[config.mk]
export PLATFORM = sky130hd
export DESIGN_NAME = adj_combination_flat
export DESIGN_NICKNAME = d
export VERILOG_FILES = /design/src/rtl/adj_combination_if.sv /design/src/rtl/adj_combination.sv /design/src/flat_wrapper.sv
export SDC_FILE = /design/constraint.sdc
export NUM_CORES = 1
export LEC_CHECK = 0
export BUFFER_PORTS_ARGS = -buffer_cell sky130_fd_sc_hd__buf_2
export CORE_MARGIN = 5
export CORE_UTILIZATION = 45
export DETAILED_ROUTE_END_ITERATION = 7
export PLACE_DENSITY = 0.67
export SETUP_SLACK_MARGIN = 0.15
export SYNTH_ARGS = -nofsm -noshare
export SYNTH_HDL_FRONTEND = slang
export SYNTH_SLANG_ARGS = --single-unit
[constraint.sdc]
create_clock -name clk -period 14.3 [get_ports clk]
set_input_delay 1.43 -clock clk [delete_from_list [all_inputs] [get_ports clk]]
set_output_delay 1.43 -clock clk [all_outputs]
set_load 0.05 [all_outputs]
[src/rtl/adj_combination_if.sv]
// Bus between the adjacency combination stage, its row memories and the argmax reader.
// The slave side is the combination engine; the master side supplies rows and reads results.
interface adj_combination_if #(
    parameter int unsigned NUM_NODES        = 6,
    parameter int unsigned FINAL_MATRIX_COL = 3,
    parameter int unsigned DOT_PROD_WIDTH   = 16,
    parameter int unsigned ROW_WIDTH        = $clog2(NUM_NODES) + 1
);
    logic                      start;
    logic [ROW_WIDTH-1:0]      adj_addr;
    logic [NUM_NODES-1:0]      adj_row_in;
    logic [ROW_WIDTH-1:0]      fmwm_addr;
    logic [DOT_PROD_WIDTH-1:0] fmwm_row_in [0:FINAL_MATRIX_COL-1];
    logic [ROW_WIDTH-1:0]      read_row;
    logic [DOT_PROD_WIDTH-1:0] adj_fm_wm_out [0:FINAL_MATRIX_COL-1];
    logic                      busy;
    logic                      done_comb;

    modport slave (
        input  start, adj_row_in, fmwm_row_in, read_row,
        output adj_addr, fmwm_addr, adj_fm_wm_out, busy, done_comb
    );

    modport master (
        output start, adj_row_in, fmwm_row_in, read_row,
        input  adj_addr, fmwm_addr, adj_fm_wm_out, busy, done_comb
    );
endinterface

[src/rtl/adj_combination.sv]
// Computes final = adj x FM_WM for a binary adjacency matrix, one FM_WM row per cycle,
// and serves the finished rows to the downstream argmax stage.
module adj_combination #(
    parameter int unsigned NUM_NODES        = 6,
    parameter int unsigned FINAL_MATRIX_COL = 3,
    parameter int unsigned DOT_PROD_WIDTH   = 16,
    parameter int unsigned ROW_WIDTH        = $clog2(NUM_NODES) + 1
) (
    input logic              clk,
    input logic              reset,
    adj_combination_if.slave bus
);
    localparam int unsigned          IDX_W = (NUM_NODES > 1) ? $clog2(NUM_NODES) : 1;
    localparam logic [ROW_WIDTH-1:0] LAST  = ROW_WIDTH'(NUM_NODES - 1);
    localparam logic [ROW_WIDTH-1:0] NODES = ROW_WIDTH'(NUM_NODES);

    typedef enum logic [1:0] {StIdle, StAccum, StWrite, StDone} state_e;

    state_e                    state_q, state_d;
    logic [ROW_WIDTH-1:0]      i_q, k_q;
    logic [DOT_PROD_WIDTH-1:0] acc_q [FINAL_MATRIX_COL];
    logic [DOT_PROD_WIDTH-1:0] mem_q [NUM_NODES][FINAL_MATRIX_COL];

    always_ff @(posedge clk or posedge reset) begin
        if (reset) state_q <= StIdle;
        else       state_q <= state_d;
    end

    always_comb begin
        state_d = state_q;
        unique case (state_q)
            StIdle, StDone: if (bus.start) state_d = StAccum;
            StAccum:        if (k_q == LAST) state_d = StWrite;
            StWrite:        state_d = (i_q == LAST) ? StDone : StAccum;
            default:        state_d = StIdle;
        endcase
    end

    always_comb begin
        bus.busy      = 1'b0;
        bus.done_comb = 1'b0;
        bus.adj_addr  = '0;
        bus.fmwm_addr = '0;
        unique case (state_q)
            StAccum: begin
                bus.busy      = 1'b1;
                bus.adj_addr  = i_q;
                bus.fmwm_addr = k_q;
            end
            StWrite: bus.busy      = 1'b1;
            StDone:  bus.done_comb = 1'b1;
            default: ;
        endcase
    end

    // Sums wrap naturally at DOT_PROD_WIDTH bits.
    always_ff @(posedge clk or posedge reset) begin
        if (reset) begin
            i_q <= '0;
            k_q <= '0;
            for (int j = 0; j < FINAL_MATRIX_COL; j++) acc_q[j] <= '0;
            for (int r = 0; r < NUM_NODES; r++) begin
                for (int j = 0; j < FINAL_MATRIX_COL; j++) mem_q[r][j] <= '0;
            end
        end else begin
            unique case (state_q)
                StIdle, StDone: begin
                    if (bus.start) begin
                        i_q <= '0;
                        k_q <= '0;
                        for (int j = 0; j < FINAL_MATRIX_COL; j++) acc_q[j] <= '0;
                    end
                end
                StAccum: begin
                    if (bus.adj_row_in[k_q[IDX_W-1:0]]) begin
                        for (int j = 0; j < FINAL_MATRIX_COL; j++) begin
                            acc_q[j] <= acc_q[j] + bus.fmwm_row_in[j];
                        end
                    end
                    k_q <= k_q + ROW_WIDTH'(1);
                end
                StWrite: begin
                    for (int j = 0; j < FINAL_MATRIX_COL; j++) begin
                        mem_q[i_q[IDX_W-1:0]][j] <= acc_q[j];
                        acc_q[j]                 <= '0;
                    end
                    k_q <= '0;
                    if (i_q != LAST) i_q <= i_q + ROW_WIDTH'(1);
                end
                default: ;
            endcase
        end
    end

    always_comb begin
        for (int j = 0; j < FINAL_MATRIX_COL; j++) bus.adj_fm_wm_out[j] = '0;
        if (bus.read_row < NODES) begin
            for (int j = 0; j < FINAL_MATRIX_COL; j++) begin
                bus.adj_fm_wm_out[j] = mem_q[bus.read_row[IDX_W-1:0]][j];
            end
        end
    end
endmodule

[src/flat_wrapper.sv]
// flat-port wrapper written by rule: the top's interface ports become plain ports
module adj_combination_flat 
#(
    parameter int unsigned NUM_NODES        = 6,
    parameter int unsigned FINAL_MATRIX_COL = 3,
    parameter int unsigned DOT_PROD_WIDTH   = 16,
    parameter int unsigned ROW_WIDTH        = $clog2(NUM_NODES) + 1
)
  (clk, reset, bus_start, bus_adj_row_in, bus_fmwm_row_in, bus_read_row, bus_adj_addr, bus_fmwm_addr, bus_adj_fm_wm_out, bus_busy, bus_done_comb);
  adj_combination_if #(.NUM_NODES(NUM_NODES), .FINAL_MATRIX_COL(FINAL_MATRIX_COL), .DOT_PROD_WIDTH(DOT_PROD_WIDTH), .ROW_WIDTH(ROW_WIDTH)) bus_i ();
  input logic clk;
  input logic reset;
  input wire logic [$bits(bus_i.start)-1:0] bus_start;
  input wire logic [$bits(bus_i.adj_row_in)-1:0] bus_adj_row_in;
  input wire logic [$bits(bus_i.fmwm_row_in)-1:0] bus_fmwm_row_in;
  input wire logic [$bits(bus_i.read_row)-1:0] bus_read_row;
  output wire logic [$bits(bus_i.adj_addr)-1:0] bus_adj_addr;
  output wire logic [$bits(bus_i.fmwm_addr)-1:0] bus_fmwm_addr;
  output wire logic [$bits(bus_i.adj_fm_wm_out)-1:0] bus_adj_fm_wm_out;
  output wire logic [$bits(bus_i.busy)-1:0] bus_busy;
  output wire logic [$bits(bus_i.done_comb)-1:0] bus_done_comb;
  assign bus_i.start = bus_start;
  assign bus_i.adj_row_in = bus_adj_row_in;
  assign bus_i.fmwm_row_in = {>>{bus_fmwm_row_in}};
  assign bus_i.read_row = bus_read_row;
  assign bus_adj_addr = bus_i.adj_addr;
  assign bus_fmwm_addr = bus_i.fmwm_addr;
  assign bus_adj_fm_wm_out = {>>{bus_i.adj_fm_wm_out}};
  assign bus_busy = bus_i.busy;
  assign bus_done_comb = bus_i.done_comb;
  adj_combination #(.NUM_NODES(NUM_NODES), .FINAL_MATRIX_COL(FINAL_MATRIX_COL), .DOT_PROD_WIDTH(DOT_PROD_WIDTH), .ROW_WIDTH(ROW_WIDTH)) u_core (.clk(clk), .reset(reset), .bus(bus_i));
endmodule
[Word-level counts from Yosys, hierarchy flattened]
Index checks and enable logic that the tools add are counted.
Word-level totals
  output and inout bits: 58
  bits in registers: 346
  input port bits: 61
  word-level logic and storage cells: 84
Cells by class
  bitwise gates (word level): 2
  add/subtract/negate cells: 5
  reduce and logical (&&, ||, !) cells: 8
  $lt $le $gt $ge: 5
  eq/ne operators: 10
  muxes and demuxes: 30
Operators by type and width (number)
  bitwise mux 288 bit: 3
  demux 48 bit (select 3 bit): 3
  2-to-1 mux 48 bit: 6
  binary-select mux 48 bit (select 3 bit): 1
  case mux 48 bit (3 select lines): 1
  adder 16 bit: 3
  2-to-1 mux 32 bit: 1
  2-to-1 mux 16 bit: 1
  2-to-1 mux 4 bit: 4
  case mux 4 bit (3 select lines): 1
  adder 4 x 1 -> 4 bit (second input constant): 2
  equality test 4 x 3 -> 1 bit (second input constant): 2
  greater-or-equal comparator 4 bit (second input constant): 2
  inverter 3 -> 4 bit: 2
  case mux 4 bit (2 select lines): 1
  2-to-1 mux 2 bit: 3
  inequality test 2 x 1 -> 1 bit (second input constant): 3
  case mux 2 bit (3 select lines): 1
  equality test 2 bit (second input constant): 2
  less-than comparator 3 x 4 -> 1 bit (second input constant): 1
  less-than comparator 4 x 1 -> 1 bit (second input constant): 1
  less-than comparator 4 x 3 -> 1 bit (second input constant): 1
  inequality test 4 x 3 -> 1 bit (second input constant): 1
  AND reduction 2 bit: 2
  other kinds (9): 12

[Depth between registers and ports, before layout]
Gate-level depths: netlist of run 1.
  word-level depth: 8
  depth in mapped cells: 10
  mapped depth without buffers: 10

[Least setup slack after synthesis of run 1]
OpenSTA, ideal clock, no wires.
  path kind: input -> output
  start point: input bus_read_row[0]
  end point: output bus_adj_fm_wm_out[36]
  setup slack: 9568 ps
  data arrival time: 3302 ps
  path buffers: 3
  required time: 12870 ps
  stages on the path: 6
  cell sequence: buf_2 buf_1 clkbuf_1 mux4_2 a22oi_1 nor2_1
Between the ends
  word-level cells in the longest chain between the ends: 5
  elaborated cells on any way between the ends: 6
  classes of those cells: 1 x order compare; 4 x mux; 1 x bitwise
Ends and longest elaborated chain
  start, declared: line flat_wrapper.sv:16  | input wire logic [$bits(bus_i.read_row)-1:0] bus_read_row;
  inverter 3 -> 4 bit (implied by the code): line adj_combination.sv:99  | bus.adj_fm_wm_out[j] = mem_q[bus.read_row[IDX_W-1:0]][j];
  binary-select mux 48 bit (select 3 bit): line adj_combination.sv:99
  2-to-1 mux 48 bit (implied by the code) (2 in series): line adj_combination.sv:99
  2-to-1 mux 48 bit *: line adj_combination.sv:97  | if (bus.read_row < NODES) begin
  end, declared: line flat_wrapper.sv:19  | output wire logic [$bits(bus_i.adj_fm_wm_out)-1:0] bus_adj_fm_wm_out;
Every way passes the cells marked *; elsewhere a longest branch is shown, timed or not. The select of a mux whose other input is x is not followed.

[Final worst setup path of run 1]
  start point: input bus_read_row[0]
  end point: output bus_adj_fm_wm_out[16]
Between the ends
  word-level cells in the longest chain between the ends: 5
  elaborated cells on any way between the ends: 6
  classes of those cells: 1 x order compare; 4 x mux; 1 x bitwise
Ends and longest elaborated chain (line)
  inverter 3 -> 4 bit (implied by the code): adj_combination.sv:99
  binary-select mux 48 bit (select 3 bit): adj_combination.sv:99
  2-to-1 mux 48 bit (2 in series)
  2-to-1 mux 48 bit *: adj_combination.sv:97
Marked as above.

==> results of run 1 <==
-- logic make-up after synthesis --
| family | count (synthesis) | synth area share (%) |
|---|---|---|
| AO/OA/AOI/OAI | 233 | 8.84 |
| XOR/XNOR | 31 | 1.57 |
| adder cells (fa/ha/maj) | 56 | 4.17 |
| buffers and inverters | 105 | 2.41 |
| flip-flops | 346 | 50.0 |
| multiplexers | 379 | 27.8 |
| AND/OR/NAND/NOR | 202 | 5.23 |
-- worst min-delay path, cell delays in order, from the launching register on --
cell and delay (ns):
dfrtp_1 0.34, nand2_1 0.04, o21ai_0 0.06
-- synthesized netlist by cell type, types with 3 or more instances --
master	number	area, um^2
nand3_1	9	45.0
a211oi_1	10	75.1
a32o_1	3	30.0
clkbuf_1	52	195
o211ai_1	4	30.0
a21oi_1	30	150
nand2_1	70	263
mux2i_1	3	30.0
nor2_1	69	259
o21bai_1	5	37.5
o31ai_1	4	30.0
o21a_1	6	45.0
mux2_2	327	3680
and2_1	9	56.3
a31oi_1	4	25.0
ha_1	53	663
nor2b_1	6	37.5
dfrtp_1	346	8660
xnor2_1	12	105
fa_1	3	60.1
buf_1	10	37.5
buf_2	12	60.1
or3_1	4	25.0
o2111ai_1	3	26.3
a22o_1	5	43.8
inv_1	30	113
a22oi_1	48	360
nand2b_1	14	87.6
o21ai_0	74	370
xor2_1	19	166
a21o_1	17	128
mux4_2	49	1100
nor3_1	8	40.0
-- where the power goes --
part / leakage, nW / internal (mW) / switching [mW]
clock: 0.625 / 0.610 / 0.385
sequential: 4.75 / 1.13 / 0.143
combinational: 4.20 / 0.336 / 0.431
total: 9.58 / 2.07 / 0.959
-- layout by cell type (no fill, tap or decap), drive strengths merged, types with 19 or more instances in the layout --
cell type  count
dfrtp        346
o21ai         74
mux2         327
buf          135
a22oi         48
inv           30
nor2          69
ha            53
clkbuf        61
a21oi         30
mux4          49
nand2         70
xor2          19
-- metal layers --
layer  share of wire (%)  track usage (%)  vias up
li1                    -                -     5166
met4                 1.5             3.73        0
met3                 4.1             2.84       49
met2                  48             31.9      193
met1                  46             27.5     5797
met5                   0                0        -
-- flip-flops by register name, summed over array words and instances (netlist names) --
| register | cells |
|---|---|
| u_core.acc_q | 48 |
| u_core.state_q | 2 |
| u_core.mem_q | 288 |
| u_core.k_q | 4 |
| u_core.i_q | 4 |
-- area by class of cell --
type                            count  area share [%]
Timing Repair Buffer              135            3.66
Tap cell                          511            3.24
Inverter                           30           0.609
Clock inverter                      6           0.432
Multi-Input combinational cell    901            42.0
Antenna cell                        1          0.0127
Sequential cell                   346            43.9
Clock buffer                       61            6.09
-- through the flow --
step                      instance area [um^2]  worst slack, ns  hold slack (ns)  power (mW)
after floorplan                          17300             3.28            0.444        1.84
after global placement                   18400             8.78            0.459        2.03
after detailed placement                 18400             8.78            0.466        2.06
after CTS                                19700             8.79            0.485        3.07
after global routing                     19700             8.66            0.511        3.21
final                                    19700             8.82            0.478        3.03
-- worst min-delay path by stage --
stage                     slack, ns  cells past startpoint                           from                       endpoint
after floorplan                0.44                      2   u_core.mem_q[15]$_DFFE_PP0P_   u_core.mem_q[15]$_DFFE_PP0P_
after global placement         0.46                      2   u_core.mem_q[97]$_DFFE_PP0P_   u_core.mem_q[97]$_DFFE_PP0P_
after detailed placement       0.47                      2   u_core.mem_q[97]$_DFFE_PP0P_   u_core.mem_q[97]$_DFFE_PP0P_
after CTS                      0.48                      2  u_core.mem_q[111]$_DFFE_PP0P_  u_core.mem_q[111]$_DFFE_PP0P_
after global routing           0.51                      1  u_core.mem_q[179]$_DFFE_PP0P_  u_core.mem_q[179]$_DFFE_PP0P_
final                          0.48                      2   u_core.mem_q[33]$_DFFE_PP0P_   u_core.mem_q[33]$_DFFE_PP0P_
==> results.sh, run 1 <==
export IMPL_grt_max_degree=137
export IMPL_ff_latch_area_um2=8660
export IMPL_cp_num_cells=6
export IMPL_r2r_start="u_core.acc_q[32]$_DFFE_PP0P_"
export IMPL_rsz0062_at_grt="false"
export IMPL_post_route_drc_count=0
export IMPL_ctsLongestPathBuffers=3
export IMPL_htree_num_levels=2
export IMPL_cp_common_cell="buf_4"
export IMPL_cp_slowest_cell="buf_4"
export IMPL_setup_viol_count_final=0
export IMPL_cp_top_family="buffers and inverters"
export IMPL_dp_hpwl_um=24500
export IMPL_ant_nets=0
export IMPL_path_clk_slew_ns=0.06
export IMPL_dp_cells=1923
export IMPL_critPathLaunch="bus_read_row[0]"
export IMPL_postLayoutCoreUtil_pct=52.1
export IMPL_avgViaCountPerCell=5.63
export IMPL_cp_start_kind="input pin"
export IMPL_final_cells=1991
export IMPL_r2r_slack_ns=11.42
export IMPL_async_flop_share_pct=100
export IMPL_gp_congestion=0.812
export IMPL_dr_pass1_iters=4
export IMPL_avgSynthCellArea_um2=12.8
export IMPL_slew_violations=0
export IMPL_synth_edf_count=0
export IMPL_outcome="finished clean"
export IMPL_maxCapViolations=0
export IMPL_num_io_pins=119
export IMPL_synth_ff_latch_count=346
export IMPL_r2r_end="u_core.acc_q[46]$_DFFE_PP0P_"
export IMPL_multi_input_area_um2=8280
export IMPL_core_area_um2=37800
export IMPL_rows=71
export IMPL_finClkSkew_ns=0.0148
export IMPL_port_buffers=118
export IMPL_syn_area_um2=17300
export IMPL_slew_headroom_pct=33.8
export IMPL_p_per_area_nw_per_um2=154
export IMPL_critical_path_class="in -> out"
export IMPL_r2r_worst_path_cells=10
export IMPL_grt_pass1_vias=11900
export IMPL_fin_setup_tns_ns=0
export IMPL_ys_flop_type="dfrtp_1"
export IMPL_cts_repair_resized=0
export IMPL_cts_hold_buf=0
export IMPL_syn_nets=1469
export IMPL_cts_root_buf="clkbuf_16"
export IMPL_fillerInstances=3312
export IMPL_fp_dieW_um=206
export IMPL_crit_chain="buf_4, buf_4, mux4_2, a22oi_1, nor2_1, buf_2"
export IMPL_crit_end="bus_adj_fm_wm_out[16]"
export IMPL_cp_end_kind="output pin"
export IMPL_tightest_slew_ns=0.993
export IMPL_ys_seq_area_share_pct=50.0
export IMPL_hp_class="reg -> reg"
export IMPL_crit_arrival_ns=4.05
export IMPL_cp_data_required_time_ns=12.87
export IMPL_area_delta_synth_final_pct=13.8
export IMPL_drive_above_1_share_pct=39.4
export IMPL_fmax_mhz=183
export IMPL_via_count=11200
export IMPL_cts_tree="done"
export IMPL_overflow=0
export IMPL_numCtsBuffers=39
export IMPL_grt_pass1_wl_um=65500
export IMPL_p_leak_nw=9.58
export IMPL_clk_latency_ns=0.52
export IMPL_path_buf_inv=3
export IMPL_min_period_ns=5.48
export IMPL_finalHoldViolCount=0
export IMPL_start_util_pct=45.8
export IMPL_synth_cell_types=61
export IMPL_chipHeight_um=206
export IMPL_period_share_pct=38.3
export IMPL_cts_setup_buffers=0
export IMPL_syn_instance_count=1352
export IMPL_synth_warnings=0
export IMPL_final_nets=1570
export IMPL_wl_um=40300
export IMPL_dr_first_iter_drc_count=567
export IMPL_ir_worst_vdd_uv=126
export IMPL_crit_path_max_fanout=58
export IMPL_wl_per_cell_um=20.3
export IMPL_cts_sinks=346
export IMPL_critical_path_max_stage_delay_ns=0.83
export IMPL_antenna_found_initial=1
export IMPL_die_area_um2=42500
export IMPL_track_usage_pct=19.3
(Power assumes the default switching activity.)
==> inputs of run 2 (changes only) <==
PLACE_DENSITY = 0.7   (was 0.67)
clock period = 4.85 ns   (was 14.3 ns; I/O delays follow)
==> results.sh, run 2 (synthesis gave the netlist of run 1 again) <==
export IMPL_fp_dieW_um=206
export IMPL_tightest_slew_ns=1.23
export IMPL_cts_setup_buffers=0
export IMPL_p_leak_nw=9.64
export IMPL_grt_max_degree=131
export IMPL_track_usage_pct=19.6
export IMPL_rows=71
export IMPL_worst_hold_slack_ns=0.132
export IMPL_dr_pass1_iters=4
export IMPL_start_util_pct=45.8
export IMPL_overflow=0
export IMPL_gp_congestion=0.817
export IMPL_die_area_um2=42500
export IMPL_dp_hpwl_um=25900
export IMPL_area_delta_synth_final_pct=14.4
export IMPL_hp_class="in -> async"
export IMPL_fillerInstances=3297
export IMPL_dp_cells=1929
export IMPL_port_buffers=118
export IMPL_finish_instance_area_um2=19800
export IMPL_core_area_um2=37800
export IMPL_p_per_area_nw_per_um2=455
export IMPL_final_cells=2000
export IMPL_wl_per_cell_um=20.4
export IMPL_slew_headroom_pct=17.7
export IMPL_cts_tree="done"
export IMPL_post_route_drc_count=0
export IMPL_period_share_pct=64.4
export IMPL_crit_arrival_ns=2.64
export IMPL_fmax_mhz=320
export IMPL_cts_hold_buf=0
export IMPL_grt_pass1_vias=12100
export IMPL_largest_register_ffs=288
export IMPL_outcome="finished clean"
export IMPL_num_io_pins=119
export IMPL_drive_above_1_share_pct=39.7
export IMPL_setup_viol_count_final=0
export IMPL_cp_end_kind="output pin"
export IMPL_path_clk_slew_ns=0.06
export IMPL_rsz0062_at_grt="false"
export IMPL_finClkSkew_ns=0.0135
export IMPL_numCtsBuffers=38
export IMPL_avgViaCountPerCell=5.67
export IMPL_reg_top3="u_core.mem_q: 288 flops, u_core.acc_q: 48 flops"
export IMPL_ctsLongestPathBuffers=3
export IMPL_cp_data_required_time_ns=4.37
export IMPL_ff_latch_area_um2=8660
export IMPL_via_count=11300
export IMPL_cts_root_buf="clkbuf_16"
export IMPL_final_cell_mix="dfrtp_1 (346), mux2_2 (327), buf_2 (117), o21ai_0 (74), nand2_1 (70)"
export IMPL_ir_worst_vdd_uv=227
export IMPL_chipHeight_um=206
export IMPL_critical_path_class="in -> out"
export IMPL_wl_um=40900
export IMPL_dr_first_iter_drc_count=589
export IMPL_crit_path_max_fanout=20
export IMPL_htree_num_levels=2
export IMPL_cp_start_kind="input pin"
export IMPL_dpl_cell_area_um2=18500
export IMPL_ant_nets=0
export IMPL_fin_ws_ns=1.73
export IMPL_antenna_found_initial=1
export IMPL_cts_repair_resized=0
export IMPL_layout_commonest_cell="dfrtp_1"
export IMPL_dp_slack_ns=1.72
export IMPL_multi_input_area_um2=8280
export IMPL_cts_sinks=346
export IMPL_clk_latency_ns=0.52
export IMPL_regMostFlops="u_core.mem_q"
export IMPL_grt_pass1_wl_um=66600
export IMPL_slew_violations=0
export IMPL_maxCapViolations=0
export IMPL_min_period_ns=3.12
export IMPL_finalHoldViolCount=0
export IMPL_final_nets=1575
## run 2: cell types whose count changed in the layout (fill, tap and decap cells not counted), sizes merged
cell / before / now
clkbuf: 61 / 62
inv: 30 / 29
buf: 135 / 141
bufinv: 2 / 3
clkinvlp: 2 / 1
clkinv: 2 / 5
## run 2: final timing paths
check	start	to	slack, ns	cells past startpoint
max	bus_read_row[1]	bus_adj_fm_wm_out[8]	1.73	6
min	reset	u_core.mem_q[40]$_DFFE_PP0P_	0.13	2
max reg2reg	u_core.state_q[1]$_DFFE_PP0P_	u_core.acc_q[14]$_DFFE_PP0P_	1.91	7
min reg2reg	u_core.mem_q[97]$_DFFE_PP0P_	u_core.mem_q[97]$_DFFE_PP0P_	0.47	2
max in group asynchronous	reset	u_core.acc_q[0]$_DFFE_PP0P_	3.54	3
min in group clk	bus_fmwm_row_in[0]	u_core.acc_q[0]$_DFFE_PP0P_	0.32	3
## run 2: worst max-delay path, cell delays in order
cell and delay (ns):
buf_2 0.50, buf_4 0.50, mux4_2 0.56, a22oi_1 0.21, nor2_1 0.09, buf_2 0.25
## run 2: where the power goes
part / switching (mW) / total (mW) / internal [mW]
Combinational: 1.29 / 2.29 / 0.992
Clock: 1.13 / 2.99 / 1.86
Sequential: 0.421 / 3.74 / 3.32
## run 2: area by class of cell
cell class	instances	share of cell area, %
well taps	511	3.23
flip-flops and latches	346	43.7
repair buffers	141	3.99
inverters	30	0.587
multi-input cells	901	41.8
clock buffers	62	6.08
diodes	1	0.0126
clock inverters	8	0.581
## run 2: per-layer routing
layer / vias to the layer above / track usage (%) / part of all wire, %
met5: - / 0 / 0
met4: 0 / 4.61 / 1.9
met1: 5853 / 26.7 / 44
li1: 5187 / - / -
met3: 62 / 2.67 / 4.4
met2: 229 / 33.5 / 49
## run 2: metrics by stage
step / setup TNS, ns / utilization, % / power (mW)
after floorplan: -91.85 / - / 5.44
after global placement: 0 / 48.9 / 5.99
after detailed placement: 0 / 48.9 / 6.08
after CTS: 0 / 52.3 / 9.11
after global routing: 0 / 52.4 / 9.52
final: 0 / 52.4 / 9.02
